## src/rtl/haar_pkg.sv

```systemverilog
// Shared types and default constants for the Haar rectangle scheduler.
// Widths here mirror the scheduler's default parameterisation.
package haar_pkg;

    localparam int HAAR_W_DATA    = 18;
    localparam int HAAR_W_WEIGHT  = 3;
    localparam int HAAR_W_COORD   = 5;
    localparam int HAAR_MAX_RECTS = 3;
    localparam int HAAR_STRIDE    = 25;
    localparam int HAAR_W_ADDR    = 10;

    typedef struct packed {
        logic [HAAR_W_COORD-1:0]         x;
        logic [HAAR_W_COORD-1:0]         y;
        logic [HAAR_W_COORD-1:0]         w;
        logic [HAAR_W_COORD-1:0]         h;
        logic signed [HAAR_W_WEIGHT-1:0] weight;
    } rect_t;

    typedef enum logic [1:0] {CORNER_A, CORNER_B, CORNER_D, CORNER_C} corner_t;

    typedef enum logic [1:0] {IDLE, ISSUE, DRAIN} sched_state_t;

    // Offset of a rectangle corner from the window origin, full 32-bit width.
    function automatic logic [31:0] corner_offset(input corner_t c,
                                                  input logic [31:0] x, input logic [31:0] y,
                                                  input logic [31:0] w, input logic [31:0] h,
                                                  input logic [31:0] stride);
        logic [31:0] top_row;
        logic [31:0] bot_row;
        top_row = y * stride + x;
        bot_row = (y + h) * stride + x;
        case (c)
            CORNER_A: return top_row;
            CORNER_B: return top_row + w;
            CORNER_D: return bot_row + w;
            default:  return bot_row;
        endcase
    endfunction

endpackage

```

## src/rtl/haar_rect_sched_skid.sv

```systemverilog
// Two-entry fall-through valid/ready buffer: data passes straight through
// when empty and the consumer is ready, otherwise it is parked.
module skid_fifo2 #(
    parameter int W = 8
) (
    input  logic         clk,
    input  logic         rst,
    input  logic         in_valid,
    input  logic [W-1:0] in_data,
    output logic         out_valid,
    input  logic         out_ready,
    output logic [W-1:0] out_data,
    output logic [1:0]   occupancy
);

    logic [W-1:0] mem_q [2];
    logic         rd_q;
    logic         wr_q;
    logic [1:0]   cnt_q;
    logic         empty;
    logic         push;
    logic         pop;

    assign empty     = (cnt_q == 2'd0);
    assign out_valid = !empty || in_valid;
    assign out_data  = empty ? in_data : mem_q[rd_q];
    assign push      = in_valid && !(empty && out_ready);
    assign pop       = !empty && out_ready;
    assign occupancy = cnt_q;

    always_ff @(posedge clk or posedge rst) begin
        if (rst) begin
            for (int unsigned i = 0; i < 2; i++) mem_q[i] <= '0;
            rd_q  <= 1'b0;
            wr_q  <= 1'b0;
            cnt_q <= '0;
        end else begin
            if (push) begin
                mem_q[wr_q] <= in_data;
                wr_q        <= ~wr_q;
            end
            if (pop) rd_q <= ~rd_q;
            cnt_q <= cnt_q + {1'b0, push} - {1'b0, pop};
        end
    end

endmodule

```

## src/rtl/haar_rect_sched.sv

```systemverilog
// Issues four corner reads per rectangle of a Haar feature and streams the data
// in A,B,D,C order. Optional stall counter enabled by RECT_SCHED_PERF_EN.
module haar_rect_sched
    import haar_pkg::*;
#(
    parameter int W_DATA    = HAAR_W_DATA,
    parameter int W_WEIGHT  = HAAR_W_WEIGHT,
    parameter int W_COORD   = HAAR_W_COORD,
    parameter int MAX_RECTS = HAAR_MAX_RECTS,
    parameter int STRIDE    = HAAR_STRIDE,
    parameter int W_ADDR    = HAAR_W_ADDR
) (
    input  logic                                      clk,
    input  logic                                      rst,
    input  logic                                      feat_valid,
    output logic                                      feat_ready,
    input  logic [1:0]                                feat_num_rects,
    input  logic [MAX_RECTS*(4*W_COORD+W_WEIGHT)-1:0] feat_rects,
    input  logic [W_ADDR-1:0]                         win_base,
    output logic                                      mem_rd_en,
    output logic [W_ADDR-1:0]                         mem_addr,
    input  logic [W_DATA-1:0]                         mem_rd_data,
    output logic                                      dout_valid,
    input  logic                                      dout_ready,
    output logic [W_DATA-1:0]                         dout_data,
    output logic [W_WEIGHT-1:0]                       dout_weight,
    output logic                                      dout_rect_last,
    output logic                                      dout_feat_last,
    output logic                                      busy
`ifdef RECT_SCHED_PERF_EN
    ,
    output logic [31:0]                               perf_stall_cnt
`endif
);

    localparam int W_RECT = 4*W_COORD + W_WEIGHT;
    localparam int W_PAY  = W_DATA + W_WEIGHT + 2;

    sched_state_t                  state_q, state_d;
    corner_t                       corner_q;
    logic [1:0]                    rect_q;
    logic [1:0]                    last_rect_q;
    logic [1:0]                    n_eff;
    logic [MAX_RECTS*W_RECT-1:0]   rects_q;
    logic [W_ADDR-1:0]             base_q;
    logic                          inflight_q;
    logic [W_WEIGHT-1:0]           tag_wt_q;
    logic                          tag_rl_q;
    logic                          tag_fl_q;
    logic [1:0]                    occ;
    logic [W_RECT-1:0]             cur;
    logic [W_COORD-1:0]            cx, cy, cw, ch;
    logic [W_WEIGHT-1:0]           cwt;
    logic                          accept;
    logic                          issue;
    logic                          last_corner;
    logic                          last_rect;
    logic                          out_hs;
    logic [W_PAY-1:0]              fifo_out;

    assign feat_ready  = (state_q == IDLE) && !rst;
    assign accept      = feat_valid && feat_ready;
    assign busy        = (state_q != IDLE);

    assign cur = rects_q[int'(rect_q)*W_RECT +: W_RECT];
    assign cwt = cur[W_WEIGHT-1:0];
    assign ch  = cur[W_WEIGHT +: W_COORD];
    assign cw  = cur[W_WEIGHT+W_COORD +: W_COORD];
    assign cy  = cur[W_WEIGHT+2*W_COORD +: W_COORD];
    assign cx  = cur[W_WEIGHT+3*W_COORD +: W_COORD];

    // Stored entries plus the read returning this cycle must leave room for one more.
    assign issue       = (state_q == ISSUE) && ((occ + {1'b0, inflight_q}) < 2'd2);
    assign last_corner = (corner_q == CORNER_C);
    assign last_rect   = (rect_q == last_rect_q);

    assign mem_rd_en = issue;
    assign mem_addr  = W_ADDR'(32'(base_q) +
                               corner_offset(corner_q, 32'(cx), 32'(cy), 32'(cw), 32'(ch), 32'(STRIDE)));

    always_comb begin
        n_eff = feat_num_rects;
        if (n_eff == 2'd0) n_eff = 2'd1;
        else if (int'(n_eff) > MAX_RECTS) n_eff = 2'(MAX_RECTS);
    end

    always_comb begin
        state_d = state_q;
        case (state_q)
            IDLE:    if (accept) state_d = ISSUE;
            ISSUE:   if (issue && last_corner && last_rect) state_d = DRAIN;
            DRAIN:   if (out_hs && dout_feat_last) state_d = IDLE;
            default: state_d = IDLE;
        endcase
    end

    always_ff @(posedge clk or posedge rst) begin
        if (rst) begin
            state_q     <= IDLE;
            corner_q    <= CORNER_A;
            rect_q      <= '0;
            last_rect_q <= '0;
            rects_q     <= '0;
            base_q      <= '0;
            inflight_q  <= 1'b0;
            tag_wt_q    <= '0;
            tag_rl_q    <= 1'b0;
            tag_fl_q    <= 1'b0;
        end else begin
            state_q    <= state_d;
            inflight_q <= issue;
            if (issue) begin
                tag_wt_q <= cwt;
                tag_rl_q <= last_corner;
                tag_fl_q <= last_corner && last_rect;
                corner_q <= last_corner ? CORNER_A : corner_t'(corner_q + 2'd1);
                if (last_corner) rect_q <= rect_q + 2'd1;
            end
            if (accept) begin
                rects_q     <= feat_rects;
                base_q      <= win_base;
                last_rect_q <= n_eff - 2'd1;
                corner_q    <= CORNER_A;
                rect_q      <= '0;
            end
        end
    end

    skid_fifo2 #(.W(W_PAY)) u_skid (
        .clk       (clk),
        .rst       (rst),
        .in_valid  (inflight_q),
        .in_data   ({mem_rd_data, tag_wt_q, tag_rl_q, tag_fl_q}),
        .out_valid (dout_valid),
        .out_ready (dout_ready),
        .out_data  (fifo_out),
        .occupancy (occ)
    );

    assign {dout_data, dout_weight, dout_rect_last, dout_feat_last} = fifo_out;
    assign out_hs = dout_valid && dout_ready;

`ifdef RECT_SCHED_PERF_EN
    always_ff @(posedge clk or posedge rst) begin
        if (rst) perf_stall_cnt <= '0;
        else if (accept) perf_stall_cnt <= '0;
        else if (dout_valid && !dout_ready && (perf_stall_cnt != '1))
            perf_stall_cnt <= perf_stall_cnt + 32'd1;
    end
`endif

endmodule

```

## config.mk

```make
export PLATFORM = sky130hd
export DESIGN_NAME = haar_rect_sched
export DESIGN_NICKNAME = d
export VERILOG_FILES = /design/src/rtl/haar_pkg.sv /design/src/rtl/haar_rect_sched_skid.sv /design/src/rtl/haar_rect_sched.sv
export SDC_FILE = /design/constraint.sdc
export NUM_CORES = 1
export LEC_CHECK = 0
export BUFFER_PORTS_ARGS = -buffer_cell sky130_fd_sc_hd__buf_2
export CORE_UTILIZATION = 45
export CTS_CLUSTER_SIZE = 20
export DETAILED_ROUTE_END_ITERATION = 16
export GPL_TIMING_DRIVEN = 0
export PLACE_DENSITY = 0.77
export REMOVE_ABC_BUFFERS = 1
export SETUP_SLACK_MARGIN = 0.15
export SLEW_MARGIN = 40
export SYNTH_ARGS = -nofsm -noshare
export SYNTH_HDL_FRONTEND = slang
export SYNTH_SLANG_ARGS = --single-unit
```

## constraint.sdc

```tcl
create_clock -name clk -period 22.8 [get_ports clk]
set_clock_uncertainty 0.2 [all_clocks]
set_input_delay 1.14 -clock clk [delete_from_list [all_inputs] [get_ports clk]]
set_output_delay 1.14 -clock clk [all_outputs]
set_load 0.02 [all_outputs]
```

### After elaboration in Yosys (flattened, before gate mapping)

Index checks and enable logic that the tools add are counted.
Widths: inputs -> output; s select.

* bits in registers: 143
* output and inout port bits: 37

* add/subtract/negate cells: 12
* $mul: 3
* $lt $le $gt $ge: 4
* eq/ne operators: 9
* shifts and indexed selects: 1
* mux-type cells: 19
* bitwise logic cells: 4
* reduce and logical (&&, ||, !) cells: 25

Operators with widths (number)
* $mux 23: 5
* $shiftx 69x8->23: 1
* $bwmux 46: 1
* $add 10x5->10: 4
* $pmux 10 s3: 1
* $demux 23 s1: 1
* $mux 2: 10
* $logic_and 1x1->1: 12
* $add 10x10->10: 1
* $mul 5x5->10 const B: 1
* $mul 6x5->10 const B: 1
* $logic_not 2->1: 4
* $mul 2x5->7 const B: 1
* $add 5x5->6: 1
* $eq 2x2->1 const B: 3
* $pmux 2 s3: 1
* $reduce_bool 2->1: 3
* $add 2x1->2: 2
* $add 2x1->2 const B: 2
* $eq 2x1->1 const B: 2
* $ge 2x2->1 const B: 2
* $ne 2x2->1 const B: 2
* $not 1->2: 2
* $logic_not 1->1: 3
* other kinds (10): 11

### Longest topological paths before layout

* word-level depth: 8
* mapped depth: 32
* depth with buffers taken out: 30

### Cells and area by module

A second synthesis with hierarchy kept.

* cell total of the unflattened synthesis: 817
* area, all modules: 9171.3 µm²

Modules (own cells, without submodules)
* haar_rect_sched: instances 1, cells an instance 619, area an instance 6590.1 µm², seq. area each 2327.2 µm²
* skid_fifo2: instances 1, cells an instance 198, area an instance 2581.2 µm², seq. area each 1251.2 µm²

### Worst setup path after synthesis

OpenSTA, ideal clock, no wires.

* path kind: flip-flop to output port
* start point: register rect_q[1]
* end point: output port mem_addr[9]
* arrival: 7014 ps
* required time: 21460 ps
* slack: 14446 ps
* stages on the path, launching flop included: 30
* buffers on the path: 2
* cells stage by stage: dfrtp_1 > clkbuf_1 > buf_1 > mux2i_1 > o21ai_0 > ha_1 > inv_1 > fa_1 > inv_1 > a21oi_1 > o21bai_1 > xor2_1 > ha_1 > ha_1 > fa_1 > ha_1 > xnor2_1 > o21ai_0 > ha_1 > a21boi_0 > o21ai_0 > nor3_1 > nor3_1 > o41a_1 > ha_1 > nand2_1 > o31ai_1 > a32oi_1 > o21a_1 > a32oi_1

* cells in the longest elaborated chain, start to end: 8
* elaborated cells between the ends (all ways): 11

RTL lines
* from (decl): line haar_rect_sched.sv:41 `logic [1:0] rect_q;`
* from (signal assigned): line haar_rect_sched.sv:117 `if (last_corner) rect_q <= rect_q + 2'd1;`
* $mul 2x5->7 (*): line haar_rect_sched.sv:65 `assign cur = rects_q[int'(rect_q)*W_RECT +: W_RECT];`
* $shiftx 69x8->23 (*): line haar_rect_sched.sv:65
* $add 5x5->6: line haar_pkg.sv:32 `bot_row = (y + h) * stride + x;`
* $mul 6x5->10: line haar_pkg.sv:32
* $add 10x5->10: line haar_pkg.sv:32
* $add 10x5->10: line haar_pkg.sv:36 `CORNER_D: return bot_row + w;`
* $pmux 10 s3 (*): line haar_pkg.sv:33 `case (c)`
* $add 10x10->10 (*): line haar_rect_sched.sv:78 `assign mem_addr = W_ADDR'(32'(base_q) +`
* to (decl): line haar_rect_sched.sv:21 `output logic [W_ADDR-1:0] mem_addr,`

Every way passes the cells marked *; elsewhere a longest branch is shown, timed or not.

### Worst setup path after layout

* start point: register rect_q[0]
* end point: output port mem_addr[9]

Same word-level chain as after synthesis.

==> run_results.csv <==
group,metric,value,unit
detailed_routing,route.vias.total,6482,
synth,synth_cells,831,
synth,synth.avg_cell_area,10.8,um^2
synth,netlist_top_cells_area,"sky130_fd_sc_hd__dfrtp_1 (40%), sky130_fd_sc_hd__mux2_2 (16%), sky130_fd_sc_hd__ha_1 (11%), sky130_fd_sc_hd__mux2i_1 (5.8%), sky130_fd_sc_hd__o21ai_0 (3.2%)",
synth,synth_simple_gate_area_share,7.53,%
detailed_routing,drt_first_iter_violations,202,
floorplan,floorplan_die_width,143,um
cells_and_area,finalNetCount,1149,
placement,port_buffers,139,
setup_path,timing_worst_setup_path_type,"reg2out",
setup_path,crit_fanout,27,
synth,number_of_flops_mapped_to_enable_cells_by_yosys,0,
floorplan,boundaryPins,140,
clocking,count_of_buffers_added_by_post_cts_timing_repair_for_setup,0,
synth,synth_mux_area_share,22.0,%
clocking,clock_insertion_delay_worst_skew,0.42,ns
global_routing,grt_start_max_net_pins,80,
global_routing,grt_antenna_before_repair,2,
floorplan,dieHeight,143,um
floorplan,fp.coreArea,19500,um^2
cells_and_area,num-fill-cells,1720,
timing,fmaxAchievable,105,MHz
setup_path,crit_slowest_cell,"sky130_fd_sc_hd__dfrtp_2",
cells_and_area,final_layout_size_suffix_gt1_share,33.6,%
setup_path,r2r_setup_slack,20.27,ns
synth,synthMostInstantiatedCell,"sky130_fd_sc_hd__dfrtp_1",
timing,rsz0062_at_grt,"false",
timing,final.setup.tns,0,ns
detailed_routing,post_drt_via_cell_ratio,5.24,
detailed_routing,initial_drt_pass_iterations,4,
outcome,outcome,"finished, final reports clean",
clocking,cts.htree.levels,4,
timing,max_slew.worst_pin.slew,0.803,ns
cells_and_area,final_core_util,54.5,%
timing,slew_viol_final,0,
synth,synth_top_family_by_area,"multiplexers",
cells_and_area,syn_to_final_growth,18.4,%
global_routing,grt_pass1_vias,6291,
synth,synth.top_cell.area_share,39.8,%
timing,whs,0.307,ns
setup_path,worst-endpoint-required,21.46,ns
cells_and_area,fin_cells,1236,
setup_path,critPathLaunchType,"flip-flop",
floorplan,dieArea,20500,um^2
synth,synth-xor-area-share,3.31,%
setup_path,cp_data_arrival_time,8.15,ns
clocking,cts_buffers,17,
clocking,cts_max_path_buffers,2,
synth,synth.yosys.seq_area_share,39.8,%
detailed_routing,routed_wirelength,19.1,mm
global_routing,grt_overflow_total,0,
clocking,root_buffer,"sky130_fd_sc_hd__clkbuf_16",
clocking,clkSinkCount,143,
setup_path,critPathTopFamily,"adder cells",
synth,synth-adder-area-share,13.2,%
floorplan,initial_utilization,46.0,%
placement,place.gp.congestion,0.821,
setup_path,critical_path_endpoint_category,"output port",
synth,yosys-top-cells-count,"sky130_fd_sc_hd__dfrtp_1 (143), sky130_fd_sc_hd__mux2_2 (129), sky130_fd_sc_hd__ha_1 (79)",
timing,finalHoldViolCount,0,
timing,finalWorstPathRequiredPeriod,9.49,ns
setup_path,most_numerous_cell_on_the_critical_path,"sky130_fd_sc_hd__ha_1",
timing,period_share,41.6,%
synth,synth_async_sr_flop_share,100,%
placement,post_dp_hpwl,14.1,mm
hold_path,hold_class,"reg2reg",
setup_path,worst_path_largest_cell_delay,0.70,ns
detailed_routing,wl_per_cell,15.4,um
synth,synth_warnings,0,
timing,worst_slew_margin_rel,46.4,%
detailed_routing,remaining_drc_errors,0,
clocking,cts.clk_slew.worst_paths,0.07,ns
clocking,cts_resized,0,
timing,finalSetupViolCount,0,
floorplan,placementRows,51,
synth,synth-compound-area-share,10.3,%
clocking,cts.hold.buffers_added,0,
synth,yosysTopAreaCell,"sky130_fd_sc_hd__dfrtp_1",
detailed_routing,detail-route-antenna-nets,0,
global_routing,groute.usage.overall,19.4,%
clocking,cts_tree,"done",
synth,post_synth_num_cell_types,57,
synth,postSynthRegisterBits,143,
setup_path,worst-path-buf-inv,4,
global_routing,wire_length_of_the_first_global_routing_pass,31.0,mm
synth,synth.cell_area,8990,um^2
placement,place.detailed.instances,1203,
flow_run,maxCapViolCount,0,
synth,yosys_most_used_dff,"sky130_fd_sc_hd__dfrtp_1",
[kinds of logic after synthesis]
kind of cell,Yosys count
AOI/OAI and AO/OA,147
xor gates and xnor gates,34
adders and majority gates,89
buffers and inverters,91
DFF,143
muxes,181
and+or+nand+nor,146
[sequential cells by signal, summed over array words and instances, names as in the netlist]
register,flops
base_q,10
corner_q,2
inflight_q,1
last_rect_q,2
rect_q,2
rects_q,69
state_q,2
tag_fl_q,1
tag_rl_q,1
tag_wt_q,3
u_skid.mem_q,46
u_skid.occupancy,2
u_skid.rd_q,1
u_skid.wr_q,1
[worst paths after layout]
kind / from / end / depth (start not counted)
worst min register to register: u_skid.mem_q[31]$_DFFE_PP0P_ / u_skid.mem_q[31]$_DFFE_PP0P_ / 1
max in group asynchronous: rst / rect_q[0]$_DFFE_PP0P_ / 3
min in group asynchronous: rst / rects_q[14]$_DFFE_PP0P_ / 2
worst max-delay path: rect_q[0]$_DFFE_PP0P_ / mem_addr[9] / 31
worst max register to register: u_skid.occupancy[1]$_DFF_PP0_ / u_skid.mem_q[0]$_DFFE_PP0P_ / 6
worst min-delay path: u_skid.mem_q[31]$_DFFE_PP0P_ / u_skid.mem_q[31]$_DFFE_PP0P_ / 1
[cells in the final DEF, fill, tap and decap left out, drive strengths merged, types with 2 or more instances in the layout]
cell type,count
a211oi,4
a21o,6
a21oi,28
a221oi,3
a22oi,3
a32oi,2
buf,144
bufinv,3
clkbuf,18
dfrtp,143
fa,10
ha,79
inv,63
mux2,129
mux2i,52
nand2,64
nand2b,7
nand3,5
nor2,39
nor2b,6
nor3,6
nor3b,2
nor4,4
nor4b,2
o2111ai,2
o21a,12
o21ai,60
o21ba,3
o21bai,7
o22ai,5
o31a,2
or2,2
or3,3
or4,2
xnor2,19
xor2,15
[through the flow]
stage	setup slack, ns	instance area [um^2]
final	13.31	10600
after CTS	13.30	10600
after global placement	12.30	9870
after global routing	12.77	10600
after detailed placement	13.79	10000
after floorplan	14.01	8850
[worst register-to-register path, cell delays in order (launching register included)]
cell and delay [ns]:
sky130_fd_sc_hd__dfrtp_1 0.45, sky130_fd_sc_hd__nor2_4 0.47, sky130_fd_sc_hd__nand2_1 0.11, sky130_fd_sc_hd__nand2_1 0.18, sky130_fd_sc_hd__inv_1 0.10, sky130_fd_sc_hd__nand2_2 0.48
sky130_fd_sc_hd__mux2_2 0.43
[routing by layer]
layer | vias to the layer above | share of wire (%) | track usage (%)
met3 | 20 | 5.1 | 4.90
li1 | 3198 | - | -
met2 | 146 | 46 | 30.8
met1 | 3116 | 48 | 26.1
met4 | 2 | 1.4 | 5.88
met5 | - | 0.063 | 0
[layout make-up]
| type | instances | area, um^2 | share of cell area [%] |
|---|---|---|---|
| timing repair buffer | 144 | 788 | 7.41 |
| sequential | 143 | 3580 | 33.7 |
| tap | 265 | 332 | 3.12 |
| clock inverter | 14 | 189 | 1.78 |
| antenna | 1 | 2.50 | 0.0235 |
| multi-input combinational | 597 | 5090 | 47.9 |
| inverter | 54 | 210 | 1.98 |
| clock buffer | 18 | 439 | 4.13 |
Power is left out: the tool's default activity adds up to more than one toggle a clock period on the data nets, which glitch-free logic cannot reach.
